==> config.mk <==
export PLATFORM = sky130hd
export DESIGN_NAME = fifo_capture_ctrl_flat
export DESIGN_NICKNAME = d
export VERILOG_FILES = /design/src/rtl/fifo_capture_ctrl_if.sv /design/src/rtl/fifo_capture_ctrl.sv /design/src/flat_wrapper.sv
export SDC_FILE = /design/constraint.sdc
export NUM_CORES = 1
export LEC_CHECK = 0
export ABC_AREA = 1
export BUFFER_PORTS_ARGS = -buffer_cell sky130_fd_sc_hd__buf_2
export CAP_MARGIN = 20
export CORE_ASPECT_RATIO = 1.4
export CORE_UTILIZATION = 45
export DETAILED_ROUTE_END_ITERATION = 10
export GPL_TIMING_DRIVEN = 1
export PLACE_DENSITY = 0.7
export SLEW_MARGIN = 10
export SYNTH_ARGS = -nofsm -noshare
export SYNTH_HDL_FRONTEND = slang
export SYNTH_SLANG_ARGS = --single-unit
export TNS_END_PERCENT = 10
==> constraint.sdc <==
create_clock -name wrclk -period 1.7 [get_ports wrclk]
set_input_delay 0.34 -clock wrclk [delete_from_list [all_inputs] [get_ports wrclk]]
set_output_delay 0.34 -clock wrclk [all_outputs]
set_load 0.02 [all_outputs]
==> src/rtl/fifo_capture_ctrl_if.sv <==
// ----------------------------------------------------------------------------
// fifo_capture_ctrl_if
// Control/status bundle between a capture host and fifo_capture_ctrl.
//   master : drives arm, abort, trig, sample_count, trig_delay;
//            observes fifo_rst, wren, busy, done, clamped, wr_count, state.
//   slave  : the capture controller (mirror image of master).
// Parameters:
//   CNT_W : width of sample_count / wr_count
//   DLY_W : width of trig_delay
// ----------------------------------------------------------------------------
interface fifo_capture_ctrl_if #(
  parameter int CNT_W = 14,
  parameter int DLY_W = 16
);
  logic             arm;
  logic             abort;
  logic             trig;
  logic [CNT_W-1:0] sample_count;
  logic [DLY_W-1:0] trig_delay;
  logic             fifo_rst;
  logic             wren;
  logic             busy;
  logic             done;
  logic             clamped;
  logic [CNT_W-1:0] wr_count;
  logic [2:0]       state;

  modport master (
    output arm, abort, trig, sample_count, trig_delay,
    input  fifo_rst, wren, busy, done, clamped, wr_count, state
  );

  modport slave (
    input  arm, abort, trig, sample_count, trig_delay,
    output fifo_rst, wren, busy, done, clamped, wr_count, state
  );
endinterface

==> src/rtl/fifo_capture_ctrl.sv <==
// ----------------------------------------------------------------------------
// fifo_capture_ctrl
// Single-clock sequencer for a 12-bit capture FIFO bank in the ADC write-clock
// domain: flush the FIFO, wait for a trigger, wait a programmable delay, then
// assert wren for exactly N samples and report completion.
//
// Ports:
//   wrclk : capture clock, all logic on the rising edge
//   rst   : synchronous active-high reset
//   bus   : fifo_capture_ctrl_if.slave
//           in  arm, abort, trig, sample_count[CNT_W], trig_delay[DLY_W]
//           out fifo_rst, wren, busy, done, clamped, wr_count[CNT_W], state[3]
//
// Build option:
//   FIFO_CAPTURE_TRIG_EDGE_EN - when defined, trig is registered and only a
//   rising edge seen in WAIT_TRIG starts the capture; otherwise trig is
//   level-sensitive.
//
// All outputs are registered. Status flags are decoded from the next state so
// they line up exactly with the state register.
// ----------------------------------------------------------------------------
module fifo_capture_ctrl #(
  parameter int DEPTH      = 8192,
  parameter int CNT_W      = 14,
  parameter int DLY_W      = 16,
  parameter int RST_CYCLES = 8
) (
  input logic               wrclk,
  input logic               rst,
  fifo_capture_ctrl_if.slave bus
);

  localparam int FL_W = $clog2(RST_CYCLES + 1);

  typedef enum logic [2:0] {
    ST_IDLE      = 3'd0,
    ST_FLUSH     = 3'd1,
    ST_WAIT_TRIG = 3'd2,
    ST_DELAY     = 3'd3,
    ST_CAPTURE   = 3'd4,
    ST_DONE      = 3'd5
  } state_t;

  state_t           state_r,     state_nxt_s;
  logic [CNT_W-1:0] n_r,         n_nxt_s;
  logic [DLY_W-1:0] dly_r,       dly_nxt_s;
  logic [DLY_W-1:0] dly_cnt_r,   dly_cnt_nxt_s;
  logic [FL_W-1:0]  flush_cnt_r, flush_cnt_nxt_s;
  logic [CNT_W-1:0] wr_count_r,  wr_count_nxt_s;
  logic             clamped_r,   clamped_nxt_s;
  logic             fifo_rst_r;
  logic             wren_r;
  logic             busy_r;
  logic             done_r;
  logic [CNT_W-1:0] len_s;
  logic             over_s;
  logic [CNT_W-1:0] wr_inc_s;
  logic             fire_s;

  // Capture length from the request: zero or oversize requests mean a full FIFO.
  always_comb begin
    over_s = (bus.sample_count > CNT_W'(DEPTH));
    if (over_s || (bus.sample_count == CNT_W'(0))) begin
      len_s = CNT_W'(DEPTH);
    end else begin
      len_s = bus.sample_count;
    end
  end

`ifdef FIFO_CAPTURE_TRIG_EDGE_EN
  logic trig_q_r;

  // Previous-cycle trig, used to detect a rising edge.
  always_ff @(posedge wrclk) begin
    if (rst) begin
      trig_q_r <= 1'b0;
    end else begin
      trig_q_r <= bus.trig;
    end
  end

  assign fire_s = bus.trig & ~trig_q_r;
`else
  assign fire_s = bus.trig;
`endif

  // wren is high in every CAPTURE cycle, so the count after this cycle's write.
  assign wr_inc_s = wr_count_r + CNT_W'(1);

  // Next-state and datapath update; abort overrides every other event.
  always_comb begin
    state_nxt_s     = state_r;
    n_nxt_s         = n_r;
    dly_nxt_s       = dly_r;
    dly_cnt_nxt_s   = dly_cnt_r;
    flush_cnt_nxt_s = flush_cnt_r;
    clamped_nxt_s   = clamped_r;
    // A write that happened this cycle is always counted, even when aborting.
    if (wren_r) begin
      wr_count_nxt_s = wr_inc_s;
    end else begin
      wr_count_nxt_s = wr_count_r;
    end

    if (bus.abort) begin
      state_nxt_s = ST_IDLE;
    end else begin
      case (state_r)
        ST_IDLE, ST_DONE: begin
          if (bus.arm) begin
            state_nxt_s     = ST_FLUSH;
            n_nxt_s         = len_s;
            clamped_nxt_s   = over_s;
            dly_nxt_s       = bus.trig_delay;
            wr_count_nxt_s  = CNT_W'(0);
            flush_cnt_nxt_s = FL_W'(RST_CYCLES);
          end else begin
            state_nxt_s = state_r;
          end
        end
        ST_FLUSH: begin
          if (flush_cnt_r == FL_W'(1)) begin
            state_nxt_s = ST_WAIT_TRIG;
          end else begin
            flush_cnt_nxt_s = flush_cnt_r - FL_W'(1);
          end
        end
        ST_WAIT_TRIG: begin
          if (fire_s) begin
            if (dly_r == DLY_W'(0)) begin
              state_nxt_s = ST_CAPTURE;
            end else begin
              state_nxt_s   = ST_DELAY;
              dly_cnt_nxt_s = dly_r;
            end
          end else begin
            state_nxt_s = ST_WAIT_TRIG;
          end
        end
        ST_DELAY: begin
          // Counter holds the remaining DELAY cycles including this one.
          if (dly_cnt_r == DLY_W'(1)) begin
            state_nxt_s = ST_CAPTURE;
          end else begin
            dly_cnt_nxt_s = dly_cnt_r - DLY_W'(1);
          end
        end
        ST_CAPTURE: begin
          if (wr_inc_s == n_r) begin
            state_nxt_s = ST_DONE;
          end else begin
            state_nxt_s = ST_CAPTURE;
          end
        end
        default: begin
          state_nxt_s = ST_IDLE;
        end
      endcase
    end
  end

  // State, datapath and registered status outputs.
  always_ff @(posedge wrclk) begin
    if (rst) begin
      state_r     <= ST_IDLE;
      n_r         <= CNT_W'(0);
      dly_r       <= DLY_W'(0);
      dly_cnt_r   <= DLY_W'(0);
      flush_cnt_r <= FL_W'(0);
      wr_count_r  <= CNT_W'(0);
      clamped_r   <= 1'b0;
      fifo_rst_r  <= 1'b0;
      wren_r      <= 1'b0;
      busy_r      <= 1'b0;
      done_r      <= 1'b0;
    end else begin
      state_r     <= state_nxt_s;
      n_r         <= n_nxt_s;
      dly_r       <= dly_nxt_s;
      dly_cnt_r   <= dly_cnt_nxt_s;
      flush_cnt_r <= flush_cnt_nxt_s;
      wr_count_r  <= wr_count_nxt_s;
      clamped_r   <= clamped_nxt_s;
      fifo_rst_r  <= (state_nxt_s == ST_FLUSH);
      wren_r      <= (state_nxt_s == ST_CAPTURE);
      busy_r      <= (state_nxt_s == ST_FLUSH)     || (state_nxt_s == ST_WAIT_TRIG) ||
                     (state_nxt_s == ST_DELAY)     || (state_nxt_s == ST_CAPTURE);
      done_r      <= (state_nxt_s == ST_DONE);
    end
  end

  assign bus.fifo_rst = fifo_rst_r;
  assign bus.wren     = wren_r;
  assign bus.busy     = busy_r;
  assign bus.done     = done_r;
  assign bus.clamped  = clamped_r;
  assign bus.wr_count = wr_count_r;
  assign bus.state    = state_r;

endmodule

==> src/flat_wrapper.sv <==
// flat-port wrapper written by rule: the top's interface ports become plain ports
module fifo_capture_ctrl_flat 
#(
  parameter int DEPTH      = 8192,
  parameter int CNT_W      = 14,
  parameter int DLY_W      = 16,
  parameter int RST_CYCLES = 8
)
  (wrclk, rst, bus_arm, bus_abort, bus_trig, bus_sample_count, bus_trig_delay, bus_fifo_rst, bus_wren, bus_busy, bus_done, bus_clamped, bus_wr_count, bus_state);
  fifo_capture_ctrl_if #(.CNT_W(CNT_W), .DLY_W(DLY_W)) bus_i ();
  input logic wrclk;
  input logic rst;
  input wire logic [$bits(bus_i.arm)-1:0] bus_arm;
  input wire logic [$bits(bus_i.abort)-1:0] bus_abort;
  input wire logic [$bits(bus_i.trig)-1:0] bus_trig;
  input wire logic [$bits(bus_i.sample_count)-1:0] bus_sample_count;
  input wire logic [$bits(bus_i.trig_delay)-1:0] bus_trig_delay;
  output wire logic [$bits(bus_i.fifo_rst)-1:0] bus_fifo_rst;
  output wire logic [$bits(bus_i.wren)-1:0] bus_wren;
  output wire logic [$bits(bus_i.busy)-1:0] bus_busy;
  output wire logic [$bits(bus_i.done)-1:0] bus_done;
  output wire logic [$bits(bus_i.clamped)-1:0] bus_clamped;
  output wire logic [$bits(bus_i.wr_count)-1:0] bus_wr_count;
  output wire logic [$bits(bus_i.state)-1:0] bus_state;
  assign bus_i.arm = bus_arm;
  assign bus_i.abort = bus_abort;
  assign bus_i.trig = bus_trig;
  assign bus_i.sample_count = bus_sample_count;
  assign bus_i.trig_delay = bus_trig_delay;
  assign bus_fifo_rst = bus_i.fifo_rst;
  assign bus_wren = bus_i.wren;
  assign bus_busy = bus_i.busy;
  assign bus_done = bus_i.done;
  assign bus_clamped = bus_i.clamped;
  assign bus_wr_count = bus_i.wr_count;
  assign bus_state = bus_i.state;
  fifo_capture_ctrl #(.DEPTH(DEPTH), .CNT_W(CNT_W), .DLY_W(DLY_W), .RST_CYCLES(RST_CYCLES)) u_core (.wrclk(wrclk), .rst(rst), .bus(bus_i));
endmodule
==> results.yml <==
placed_design:
  hpwl_mm: 8.204
  gp_congestion: 0.8717
  place_ws_ns: -0.2801
  port_buffers: 56
  dp_cells: 808
sta:
  slew_violations: 0
  finalCritPeriodShare_pct: 107.6
  period_minus_slack_ns: 1.829
  hold_viol: 0
  rsz0062_at_grt: "true"
  worst_pin_slew_ns: 0.4562
  finalSetupViolCount: 23
  relSlewSlack_pct: 69.31
  tns_ns: -0.7411
  skew_ns: 0.006206
  finalWorstSetupSlack_ns: -0.1287
  clock.fmax_ghz: 0.5468
power_and_ir_drop:
  leakagePower_nw: 2.525
  ir_worst_vdd_uv: 555.6
  p_per_area_nw_per_um2: 724.6
global_route:
  grt-ovfl-total: 0
  grt_usage_pct: 26.26
  grt_max_degree: 32
  antenna_found_initial: 0
  grt_pass1_vias: 4200
  grt_pass1_wl_mm: 17.96
cts:
  cts_tree: "done"
  cts_num_sinks: 72
  cts-htree-levels: 3
  root_buffer: "clkbuf_16"
  clk_latency_ns: 0.33
  cts_buffer_depth: 2
  clk_pin_slew_worst_paths_ns: 0.06
  ctsHoldBuffers: 0
  cts_buffers: 9
die:
  core_sq_um: 8247
  io_pins: 57
  dieArea_sq_um: 8963
  die_x_microns: 80.30
  rows: 39
  initial_core_util_pct: 46.84
  fp.dieH_microns: 111.6
layout:
  area_delta_synth_final_pct: 39.72
  drive_above_1_share_pct: 31.14
  final_cells: 831
  fin_nets: 766
  final_common_cell: "nand2_1"
  diodes: 0
  final_cell_mix: "nand2_1, buf_4, nor2_1"
min_path:
  min_from: "bus_trig_delay[8]"
  hold_class: "in2reg"
routing:
  drc: 0
  dr.pass1.iters: 5
  vias: 4316
  routed_wl_mm: 11.22
  viasPerCell: 5.194
  routedWlPerCell_microns: 13.51
  drtIter0Drc: 154
  ant_nets: 0
critical_path:
  crit_top_cell: "nand2_1"
  worstPathMaxFanout: 5
  r2r_cells: 14
  cp_slowest_cell: "dfxtp_4"
  cp-start-kind: "flop"
  endpoint_kind: "flop"
  r2r_end: "u_core.bus.busy$_SDFF_PP0_"
  critPathLaunch: "u_core.bus.wr_count[0]$_SDFF_PP0_"
  required_ns: 1.92
  cp_slowest_stage_delay_ns: 0.37
  critical_path_class: "reg2reg"
  r2r_slack_ns: -0.13
  endpoint: "u_core.bus.busy$_SDFF_PP0_"
  worstPathCellList: "ha_4 -> nand2_4 -> o21ai_1 -> nand2_1 -> nand2_1 -> nand3_1 -> nor2_2 -> nand2_1 -> nor2_1 -> nand2_1 -> nand2_1 -> nand2_2 -> nand3_2 -> nand2_2"
  crit_arrival_ns: 2.05
  reg2reg_from: "u_core.bus.wr_count[0]$_SDFF_PP0_"
synth:
  ys_types: 34
  yosys_warnings: 0
  seq_area_frac_synth_pct: 37.32
  syn-num-nets: 628
  synth_seq_cells: 72
  synthCells: 588
  postSynthAreaPerCell_sq_um: 6.569
  syn_area_sq_um: 3862
job:
  max_cap_violations: 0
outcome:
  failed_checks: "setup timing"
  status: "finished with violations"
sequential cells by signal (all words and copies together), names as in the netlist:
signal and cells:
u_core.dly_cnt_r 16, u_core.n_r 14, u_core.bus.busy 1, u_core.bus.state 3
u_core.bus.clamped 1, u_core.bus.fifo_rst 1, u_core.bus.done 1, u_core.flush_cnt_r 4
u_core.bus.wr_count 14, u_core.bus.wren 1, u_core.dly_r 16
through the flow:
stage          hold slack, ns  total power [mW]  instance area [sq um]  utilization [%]
6_report               0.2305             3.910                   5396            65.44
5_1_grt                0.2377             4.051                   5396            65.44
4_1_cts                0.2244             3.926                   5304            64.32
3_5_place_dp           0.4658             2.209                   4850            58.81
3_3_place_gp           0.4539             2.201                   4850            58.81
2_1_floorplan          0.4091             2.029                   3875                -
cell families (layout without fill, tap and decap cells):
family | Yosys count | count (layout) | synth area share, %
xor+xnor | 7 | 7 | 1.587
simple gates | 297 | 297 | 33.46
compound gates | 117 | 117 | 16.52
fa+ha+maj | 5 | 5 | 1.620
buf+inv | 90 | 231 | 9.491
flops | 72 | 72 | 37.32
worst min path at each step:
stage	slack, ns	cells after the start	end
6_report	0.23	3	u_core.dly_r[8]$_SDFFE_PP0P_
5_1_grt	0.24	3	u_core.dly_r[9]$_SDFFE_PP0P_
4_1_cts	0.22	3	u_core.dly_r[8]$_SDFFE_PP0P_
3_5_place_dp	0.47	2	u_core.flush_cnt_r[1]$_SDFFE_PP0P_
3_3_place_gp	0.45	2	u_core.flush_cnt_r[1]$_SDFFE_PP0P_
2_1_floorplan	0.41	1	u_core.flush_cnt_r[1]$_SDFFE_PP0P_
cell type report:
type	count	area (sq um)
multi-input cells	426	2220
fillers	746	2850
clock buffers	13	260.3
well taps	102	127.6
inverters	70	265.3
clock inverters	1	5.005
flip-flops and latches	72	1463
repair buffers	147	1056
where the power goes:
| group | leakage [nW] | total [mW] | switching [mW] | internal [mW] |
|---|---|---|---|---|
| Clock | 0.132 | 1.72 | 0.669 | 1.05 |
| Sequential | 0.591 | 1.78 | 0.0367 | 1.75 |
| Combinational | 1.80 | 0.410 | 0.229 | 0.182 |
what timing repair did:
| item | CTS | global route |
|---|---|---|
| setup endpoints to repair | 58 | 68 |
| gates resized for setup | 34 | 33 |
| pin swaps | 22 | 15 |
| setup buffers | 9 | 0 |
layer usage:
layer / track usage, % / wire (microns) / up-vias
met3: 3.525 / 409 / 31
met5: 0 / 0 / -
met2: 50.26 / 6169 / 130
li1: - / - / 2194
met1: 24.96 / 4217 / 1961
met4: 17.50 / 427 / 0
cells in the mapped netlist:
cell | n | area share, %
buf_1 | 3 | 0.29
o22ai_1 | 1 | 0.16
a21oi_1 | 31 | 4.0
xnor2_1 | 2 | 0.45
o21bai_1 | 3 | 0.58
nor4_1 | 4 | 0.65
nand4_1 | 4 | 0.65
nor2_1 | 86 | 8.4
nand3_2 | 2 | 0.52
xor2_1 | 5 | 1.1
buf_6 | 2 | 0.58
nand2_4 | 1 | 0.29
nor2_2 | 3 | 0.49
inv_1 | 68 | 6.6
nor3_2 | 1 | 0.26
o21ai_0 | 64 | 8.3
buf_2 | 8 | 1.0
clkbuf_1 | 6 | 0.58
nand3b_1 | 2 | 0.39
nand2_2 | 3 | 0.49
a31oi_1 | 7 | 1.1
dfxtp_1 | 72 | 37
a211oi_1 | 1 | 0.19
a22o_1 | 2 | 0.45
or2_2 | 2 | 0.32
nor3_1 | 6 | 0.78
nand3_1 | 53 | 6.9
nand2_1 | 126 | 12
buf_4 | 1 | 0.19
nor2_4 | 4 | 1.2
inv_2 | 2 | 0.19
ha_1 | 5 | 1.6
o211ai_1 | 7 | 1.4
a211oi_2 | 1 | 0.32
worst max-delay path: cells and delay by family (launching register included):
family,cells,cell delay [ns]
flops,1,0.37
compound gates,1,0.21
fa+ha+maj,1,0.16
simple gates,12,0.98
(Power assumes the default switching activity.)
